$ cat config.mk
export PLATFORM = sky130hd
export DESIGN_NAME = fwd_hazard_unit
export DESIGN_NICKNAME = d
export VERILOG_FILES = /design/src/rtl/fwd_pkg.sv /design/src/rtl/fwd_select.sv /design/src/rtl/fwd_hazard_unit.sv
export SDC_FILE = /design/constraint.sdc
export NUM_CORES = 1
export LEC_CHECK = 0
export CAP_MARGIN = 5
export CORE_UTILIZATION = 47
export CTS_CLUSTER_DIAMETER = 150
export DETAILED_ROUTE_END_ITERATION = 8
export PLACE_DENSITY = 0.82
export SYNTH_ARGS = -nofsm -noshare
export SYNTH_HDL_FRONTEND = slang
export SYNTH_SLANG_ARGS = --single-unit
$ cat constraint.sdc
create_clock -name clk_i -period 1.45 [get_ports clk_i]
set_input_delay 0.2175 -clock clk_i [delete_from_list [all_inputs] [get_ports clk_i]]
set_output_delay 0.2175 -clock clk_i [all_outputs]
set_load 0.01 [all_outputs]
$ cat src/rtl/fwd_pkg.sv
// Shared encodings and stage-tag type for the forwarding / load-use hazard unit.
package fwd_pkg;

   localparam logic [1:0] FWD_RF    = 2'b00;
   localparam logic [1:0] FWD_EXMEM = 2'b10;
   localparam logic [1:0] FWD_MEMWB = 2'b01;

   // Tags store rd at this fixed width so the struct can live here; REG_AW must not exceed it.
   localparam int TAG_AW = 8;

   typedef logic [TAG_AW-1:0] rd_t;

   typedef enum logic {
      IDLE  = 1'b0,
      STALL = 1'b1
   } state_t;

   typedef struct packed {
      logic valid;
      rd_t  rd;
      logic regwrite;
      logic memread;
   } tag_t;

endpackage

$ cat src/rtl/fwd_select.sv
// Per-operand forward select: MEM/EX result beats WB result, rd of zero never matches.
module fwd_select
   import fwd_pkg::*;
(
   input  tag_t       mem_tag,
   input  tag_t       wb_tag,
   input  rd_t        rs,
   output logic [1:0] sel
);

   logic mem_hit;
   logic wb_hit;
   logic unused_tag;

   assign mem_hit = mem_tag.valid & mem_tag.regwrite & (mem_tag.rd != '0) & (mem_tag.rd == rs);
   assign wb_hit  = wb_tag.valid & wb_tag.regwrite & (wb_tag.rd != '0) & (wb_tag.rd == rs);

   // memread only matters for the load-use check done in the parent
   assign unused_tag = mem_tag.memread ^ wb_tag.memread;

   always_comb begin
      sel = FWD_RF;
      if (mem_hit) begin
         sel = FWD_EXMEM;
      end else if (wb_hit) begin
         sel = FWD_MEMWB;
      end
   end

endmodule

$ cat src/rtl/fwd_hazard_unit.sv
// Forwarding and load-use stall unit with internally tracked EX/MEM/WB destination tags.
// Optional saturating stall/forward event counters when FWD_HAZARD_STATS_EN is defined.
//
// state | meaning
// IDLE  | no stall in progress; stall_o follows the load-use hazard (unless flushed)
// STALL | continuing a multi-cycle load-use stall; cnt counts remaining cycles
module fwd_hazard_unit
   import fwd_pkg::*;
#(
   parameter int REG_AW   = 5,
   parameter int NUM_SRC  = 2,
   parameter int LOAD_LAT = 1
) (
   input  logic                      clk_i,
   input  logic                      rst_i,
   input  logic                      issue_valid_i,
   input  logic [REG_AW-1:0]         issue_rd_i,
   input  logic                      issue_regwrite_i,
   input  logic                      issue_memread_i,
   input  logic [NUM_SRC*REG_AW-1:0] id_rs_i,
   input  logic                      flush_i,
   output logic                      stall_o,
   output logic [NUM_SRC*2-1:0]      forward_o
`ifdef FWD_HAZARD_STATS_EN
   ,
   output logic [31:0]               stall_cnt_o,
   output logic [31:0]               fwd_cnt_o
`endif
);

   localparam logic [2:0] CNT_INIT = 3'(LOAD_LAT - 1);

   tag_t                      ex_q;
   tag_t                      mem_q;
   tag_t                      wb_q;
   logic [NUM_SRC*REG_AW-1:0] ex_rs_q;
   tag_t                      issue_tag;

   state_t                    state_q;
   state_t                    state_d;
   logic [2:0]                cnt_q;
   logic [2:0]                cnt_d;

   logic [NUM_SRC-1:0]        rs_match;
   logic                      hz;
   logic                      accept;

   assign issue_tag = '{valid:    1'b1,
                        rd:       rd_t'(issue_rd_i),
                        regwrite: issue_regwrite_i,
                        memread:  issue_memread_i};

   assign accept = issue_valid_i & ~stall_o & ~flush_i;

   // MEM and WB never hold; a rejected issue becomes a bubble with cleared sources
   always_ff @(posedge clk_i or posedge rst_i) begin
      if (rst_i) begin
         ex_q    <= '0;
         mem_q   <= '0;
         wb_q    <= '0;
         ex_rs_q <= '0;
      end else begin
         wb_q  <= mem_q;
         mem_q <= ex_q;
         if (accept) begin
            ex_q    <= issue_tag;
            ex_rs_q <= id_rs_i;
         end else begin
            ex_q    <= '0;
            ex_rs_q <= '0;
         end
      end
   end

   for (genvar k = 0; k < NUM_SRC; k++) begin : g_op
      assign rs_match[k] = (ex_q.rd == rd_t'(id_rs_i[k*REG_AW +: REG_AW]));

      fwd_select u_sel (
         .mem_tag (mem_q),
         .wb_tag  (wb_q),
         .rs      (rd_t'(ex_rs_q[k*REG_AW +: REG_AW])),
         .sel     (forward_o[2*k +: 2])
      );

      // A load in MEM has no data yet; the stall must have kept its consumer out of EX.
      a_no_load_exmem : assert property (@(posedge clk_i) disable iff (rst_i)
         !(mem_q.memread && (forward_o[2*k +: 2] == FWD_EXMEM)));
   end

   assign hz = issue_valid_i & ex_q.valid & ex_q.memread & ex_q.regwrite
             & (ex_q.rd != '0) & (|rs_match);

   always_ff @(posedge clk_i or posedge rst_i) begin
      if (rst_i) begin
         state_q <= IDLE;
         cnt_q   <= '0;
      end else begin
         state_q <= state_d;
         cnt_q   <= cnt_d;
      end
   end

   always_comb begin
      state_d = state_q;
      cnt_d   = cnt_q;
      stall_o = 1'b0;
      if (flush_i) begin
         state_d = IDLE;
         cnt_d   = '0;
      end else begin
         case (state_q)
            IDLE: begin
               stall_o = hz;
               if (hz && (LOAD_LAT > 1)) begin
                  state_d = STALL;
                  cnt_d   = CNT_INIT;
               end
            end
            STALL: begin
               stall_o = 1'b1;
               cnt_d   = cnt_q - 3'd1;
               if (cnt_q == 3'd1) begin
                  state_d = IDLE;
               end
            end
         endcase
      end
   end

`ifdef FWD_HAZARD_STATS_EN
   logic [31:0] stall_cnt_q;
   logic [31:0] fwd_cnt_q;

   always_ff @(posedge clk_i or posedge rst_i) begin
      if (rst_i) begin
         stall_cnt_q <= '0;
         fwd_cnt_q   <= '0;
      end else begin
         if (stall_o && (stall_cnt_q != '1)) begin
            stall_cnt_q <= stall_cnt_q + 32'd1;
         end
         if ((|forward_o) && (fwd_cnt_q != '1)) begin
            fwd_cnt_q <= fwd_cnt_q + 32'd1;
         end
      end
   end

   assign stall_cnt_o = stall_cnt_q;
   assign fwd_cnt_o   = fwd_cnt_q;
`endif

endmodule

==> run_results.csv, run 1 <==
group,metric,value,unit
yosys,synth.top_cell.area_share,0.5434,
grt,grt_overflow,0,
outcome,status,"finished, violations left",
critical_path,r2r-end,"ex_rs_q[9]",
floorplan,die-area,0.003769,mm²
clock_network,worstSkewPairLatency,350,ps
grt,grt_busiest_layer,"met2",
grt,grt_pass1_vias,1308,
drt,vias_per_cell,5.251,
drt,remaining_drc_errors,0,
layout,multiInputGateArea,854.6,µm²
critical_path,slowest_stage,"or4_4",
floorplan,floorplan.die.height,61.39,µm
layout,n_fill_cell,236,
clock_network,cts_made_buffers,5,
yosys,synth_common_cells,"dfrtp_1, inv_1, a211oi_1, xnor2_1, xor2_1",
yosys,synth_area_per_cell,11.36,µm²
grt,grt_max_degree,37,
layout,finalNonFillerCells,247,
grt,grt_util_met3,0.08193,
yosys,syn-num-nets,169,
critical_path,worstPathCellList,"or4_4 -> o211ai_1 -> buf_4 -> or4_4 -> nor4_4 -> buf_2",
critical_path,reg2reg_slack,-30,ps
critical_path,crit_buf_inv,2,
drt,antenna_left,0,
power,vdd_drop_max,0.5471,mV
critical_path,cp_top_family,"simple AND/OR/NAND/NOR gates",
layout,syn2layout_area_growth,47.17,%
timing,clock.fmax,447.3,MHz
critical_path,critPathLaunch,"wb_q[4]",
floorplan,initial_core_util,0.4929,
clock_network,htreeDepth,2,
yosys,ys.flop_type,"dfrtp_1",
timing,finClkSkew,15.57,ps
yosys,ys_seq_area_frac,0.5434,
drt,wl_per_cell,16.43,µm
grt,grt_pass1_wl,6065,µm
layout,regArea,903.4,µm²
critical_path,reg2regPathDepth,5,
layout,final_area,0.002440,mm²
grt,globalRouteMet2Util,0.4394,
yosys,synthArstFlopShare,1.000,
floorplan,fp-row-count,21,
grt,antenna_found_initial,0,
placed_design,dp_slack,-712.2,ps
layout,diodes,0,
drt,drt_iter0_drc,20,
layout,nNetsFinal,223,
critical_path,cp.depth,6,
timing,holdWs,203.8,ps
floorplan,die_w,61.39,µm
timing,rsz0062_at_grt,"true",
yosys,ys_ff_latch,36,
timing,tightestPinTransition,296.0,ps
timing,hold_viol_final,0,
timing,period_minus_slack,2236,ps
critical_path,r2r_start,"ex_q[3]",
power,power_leakage,1.143,nW
yosys,netlist_instances,146,
yosys,synth-edff-count,0,
timing,timing.final.ws_setup,-785.6,ps
critical_path,path_max_fanout,2,
yosys,yosysTopAreaCell,"dfrtp_1",
clock_network,cts_sinks,36,
yosys,synth_area_leaders,"dfrtp_1, xnor2_1, a211oi_1",
placed_design,postPlaceCellArea,0.002133,mm²
drt,wirelength,4058,µm
yosys,yosys_warnings,0,
worst_hold_path,hold_class,"input pin to asynchronous set/reset pin",
outcome,violations,"negative setup slack",
clock_network,ctsLongestPathBuffers,2,
clock_network,cts_tree,"built",
floorplan,core,0.003363,mm²
critical_path,critical_path_class,"flip-flop to output port",
drt,dr.pass1.iters,4,
floorplan,ios,26,
yosys,synth_most_common_cell,"dfrtp_1",
timing,report.final.setup_viol,21,
timing,slew_headroom,0.8012,
critical_path,critPathArrivalTime,2020,ps
grt,use_met1,0.2413,
critical_path,crit_path_end_kind,"output port",
flow_run,cap_viol_max_count,0,
drt,dr_total_vias,1297,
critical_path,max_stage_delay,440,ps
placed_design,place_congestion,0.8511,
yosys,syn_area,0.001658,mm²
grt,track_usage,0.2403,
critical_path,cp.required,1230,ps
placed_design,place_inst,230,
critical_path,cpMostUsedCell,"or4_4",
clock_network,path_clk_slew,110,ps
timing,drv_slew,0,
power,power_density,802.8,mW/mm²
placed_design,hpwl,2695,µm
clock_network,root_buffer,"clkbuf_4",
layout,drive_gt1_frac,0.3582,
yosys,ys_types,25,
critical_path,critPathLaunchType,"flip-flop",
placed_design,io_buffers,25,
timing,period_share,1.542,
## sequential cells by signal (all words and copies together) (netlist names)
name and flops:
ex_q 8, ex_rs_q 10, mem_q 7, state_q 1
cnt_q 3, wb_q 7
## cells in the final DEF (no fill, tap or decap), types with 2 or more instances in the layout
cell type,n
a211oi_1,8
clkbuf_1,2
dfrtp_2,2
buf_2,4
nor4_4,4
nand2b_1,2
clkdlybuf4s50_1,20
inv_1,21
a21oi_1,2
ha_1,2
buf_12,3
xor2_1,14
a211oi_4,3
nor2_1,4
or4_4,4
nand3_2,2
dfrtp_1,34
clkbuf_4,5
xnor2_2,6
nand2_1,3
xnor2_1,12
a211oi_2,7
buf_6,3
buf_4,23
nand3_1,2
## routing by layer
layer	part of all wire	up-vias
met3	0.040	16
met5	0	-
met2	0.59	41
li1	-	599
met4	0.046	0
met1	0.33	641
## area by class of cell
type / count / share of cell area
multi-input cells: 83 / 0.3503
inverters: 21 / 0.03231
repair buffers: 53 / 0.1995
clock buffers: 8 / 0.02410
well taps: 46 / 0.02359
flip-flops and latches: 36 / 0.3703
## what timing repair did
action                                  in CTS  in global routing
hold buffers                                 0                  0
buffers inserted                             9                  1
cloned                                       0                  0
gates resized for setup                     32                 24
pin swaps                                    9                 10
endpoints found under the setup margin      15                 23
## stage by stage
step / power (W) / TNS (ps) / utilization
after global placement: 0.001336 / -6403 / 0.6343
after detailed placement: 0.001350 / -7408 / 0.6343
final: 0.001959 / -3385 / 0.7254
after global routing: 0.002040 / -4186 / 0.7254
after CTS: 0.001918 / -3006 / 0.6875
after floorplan: 0.001221 / -572.2 / -
## report_power, final
group / switching, W / internal (W)
combinational: 0.000161 / 0.000177
clock: 0.000311 / 0.000239
sequential: 0.0000311 / 0.00104
total: 0.000504 / 0.00145
## tightest hold or removal path: cells and delay by family
kind	cells	cell delay [ps]
buf+inv	3	700
## worst max path at each step
stage	endpoint	slack, ps
CTS	forward_o[0]	-760
floorplan	forward_o[0]	-170
finish	forward_o[0]	-790
global placement	forward_o[0]	-680
global route	forward_o[0]	-870
detailed placement	forward_o[0]	-710
## cell families (layout without fill, tap and decap cells)
logic type               Yosys count  count (layout)  share of synthesized area
XOR/XNOR                          32              32                     0.1691
AND/OR/NAND/NOR                   24              24                    0.08679
buffers and inverters             27              82                    0.06717
AO/OA/AOI/OAI                     25              25                     0.1185
adder cells (fa/ha/maj)            2               2                    0.01509
flip-flops                        36              36                     0.5434
Power figures use the tool's default switching activity.
==> inputs of run 2 (changes only) <==
--- a/config.mk
+++ b/config.mk
@@ -6,10 +6,12 @@
 export NUM_CORES = 1
 export LEC_CHECK = 0
 export CAP_MARGIN = 5
-export CORE_UTILIZATION = 47
+export CORE_UTILIZATION = 54
 export CTS_CLUSTER_DIAMETER = 150
 export DETAILED_ROUTE_END_ITERATION = 8
-export PLACE_DENSITY = 0.82
+export PLACE_DENSITY = 0.87
+export SETUP_SLACK_MARGIN = 0.02
 export SYNTH_ARGS = -nofsm -noshare
 export SYNTH_HDL_FRONTEND = slang
+export SYNTH_HIERARCHICAL = 1
 export SYNTH_SLANG_ARGS = --single-unit
==> constraint.sdc (replaced) <==
create_clock -name clk_i -period 2.4 [get_ports clk_i]
set_input_delay 0.36 -clock clk_i [delete_from_list [all_inputs] [get_ports clk_i]]
set_output_delay 0.36 -clock clk_i [all_outputs]
set_load 0.01 [all_outputs]
==> run 2 against run 1 <==
Effect of this change:
- the run now ends clean
- sequential share of layout area is 0.67 points higher
- worst hold slack improved by 210 ps
- non-clock buffer count fell by 22
- die area down 0.59%
- routed wire length down 11%
- register-to-register slack gained 930 ps
- first-iteration DRC count rose by 75%
- final cell count grew 18%
- via count up 8.2%
- clock power shrank 40%
- final area shrank 2.1%
==> run_results.csv, run 2 <==
group,metric,value,unit
critical_path,path_max_fanout,3,
layout,syn2layout_area_growth,26.24,%
floorplan,core,0.003337,mm²
critical_path,crit_path_end_kind,"output port",
layout,final_area,0.002390,mm²
yosys,yosys_warnings,6,
critical_path,cp.required,2040,ps
floorplan,die-area,0.003747,mm²
grt,grt_max_degree,37,
timing,tightestPinTransition,686.4,ps
clock_network,hold_buffers,0,
placed_design,place_congestion,0.8208,
critical_path,max_stage_delay,440,ps
drt,remaining_drc_errors,0,
layout,final_cell_mix,"dfrtp_1, conb_1, xnor2_1, inv_1, clkdlybuf4s50_1",
critical_path,slowest_stage,"dfrtp_1",
critical_path,worstPathCellList,"xor2_1 -> nor4_2 -> nand4_1 -> o41a_1 -> clkbuf_2",
drt,antenna_left,0,
timing,period_share,0.9534,
clock_network,htreeDepth,2,
worst_hold_path,hold_class,"input pin to asynchronous set/reset pin",
floorplan,initial_core_util,0.5673,
layout,diodes,0,
grt,track_usage,0.2209,
clock_network,cts_tree,"built",
timing,hold_viol_final,0,
placed_design,hpwl,2784,µm
floorplan,fp-row-count,21,
timing,slew_headroom,0.5424,
timing,finClkSkew,13.05,ps
placed_design,dp_slack,52.50,ps
placed_design,io_buffers,25,
timing,rsz0062_at_grt,"true",
clock_network,root_buffer,"clkbuf_4",
timing,drv_slew,0,
flow_run,cap_viol_max_count,0,
timing,timing.final.ws_setup,111.8,ps
layout,n_fill_cell,266,
clock_network,worstSkewPairLatency,340,ps
power,power_density,484.9,mW/mm²
layout,regArea,900.9,µm²
outcome,status,"completed",
drt,drt_iter0_drc,35,
timing,clock.fmax,437.0,MHz
drt,wirelength,3620,µm
layout,reg.largest.list,"ex_rs_q (10), ex_q (8)",
drt,vias_per_cell,4.821,
layout,largest_register_ffs,10,
clock_network,ctsLongestPathBuffers,2,
grt,antenna_found_initial,0,
drt,dr.pass1.iters,4,
layout,regMostFlops,"ex_rs_q",
yosys,synth_area_per_cell,10.70,µm²
clock_network,path_clk_slew,120,ps
grt,grt_pass1_wl,5754,µm
layout,multiInputGateArea,0.001005,mm²
critical_path,critPathLaunchType,"flip-flop",
critical_path,reg2regPathDepth,5,
drt,dr_total_vias,1403,
critical_path,critPathArrivalTime,1930,ps
floorplan,die_w,61.21,µm
clock_network,cts_made_buffers,5,
yosys,netlist_instances,177,
power,vdd_drop_max,0.3329,mV
placed_design,postPlaceCellArea,0.002316,mm²
timing,report.final.setup_viol,0,
yosys,syn_area,0.001893,mm²
drt,wl_per_cell,12.44,µm
grt,grt_overflow,0,
critical_path,critical_path_class,"flip-flop to output port",
floorplan,floorplan.die.height,61.21,µm
floorplan,ios,26,
clock_network,cts_sinks,36,
layout,drive_gt1_frac,0.08980,
grt,grt_pass1_vias,1305,
layout,nNetsFinal,267,
power,power_leakage,1.110,nW
timing,period_minus_slack,2288,ps
-- run 2: path summary, 6_finish.rpt --
check	to	slack (ps)	from
setup / recovery	forward_o[2]	110	mem_q[3]
hold / removal	ex_rs_q[1]	420	rst_i
setup reg to reg	ex_rs_q[0]	900	ex_q[3]
hold reg to reg	wb_q[10]	420	mem_q[10]
max in group asynchronous	wb_q[10]	1680	rst_i
min in group clk_i	wb_q[10]	420	mem_q[10]
-- run 2: cell type report --
type / instances / area share
multi-input cells: 149 / 0.4204
inverters: 21 / 0.03298
well taps: 46 / 0.02408
flip-flops and latches: 36 / 0.3770
clock buffers: 5 / 0.01571
clock inverters: 3 / 0.009948
repair buffers: 31 / 0.1199
-- run 2: worst max-delay path: cells and delay by family, from the launching register on --
kind / cells / cell delay, ps
AO/OA/AOI/OAI: 1 / 350
XOR/XNOR: 1 / 180
buffers and inverters: 1 / 140
flip-flops: 1 / 440
AND/OR/NAND/NOR: 2 / 480
-- run 2: power by group --
part	leakage [nW]	internal, W	switching, W
sequential	0.485	0.000628	0.0000248
clock	0.0274	0.000115	0.000215
combinational	0.598	0.0000917	0.0000842
-- run 2: per-stage QoR --
step           total power [W]  instances  setup TNS (ps)  utilization  hold WS (ps)
6_report              0.001159        291               0       0.7162         415.5
3_3_place_gp         0.0008293        281               0       0.6940         385.8
3_5_place_dp         0.0008347        281               0       0.6940         388.5
4_1_cts               0.001161        290               0       0.7132         415.6
2_1_floorplan        0.0007733        212               0            -         353.3
5_1_grt               0.001216        291          -20.98       0.7162         435.7
-- run 2: per-layer routing --
metal | vias up | GRT usage | wire, µm
met5 | - | 0 | 0
met4 | 0 | 0.1039 | 74
met3 | 7 | 0.04832 | 134
met2 | 36 | 0.3804 | 1913
met1 | 655 | 0.2634 | 1497
li1 | 705 | - | -
-- run 2: what timing repair did --
item,in CTS,in global routing
endpoints found under the setup margin,4,3
gates resized for setup,4,9
buffers inserted,1,1
pin swaps,0,6
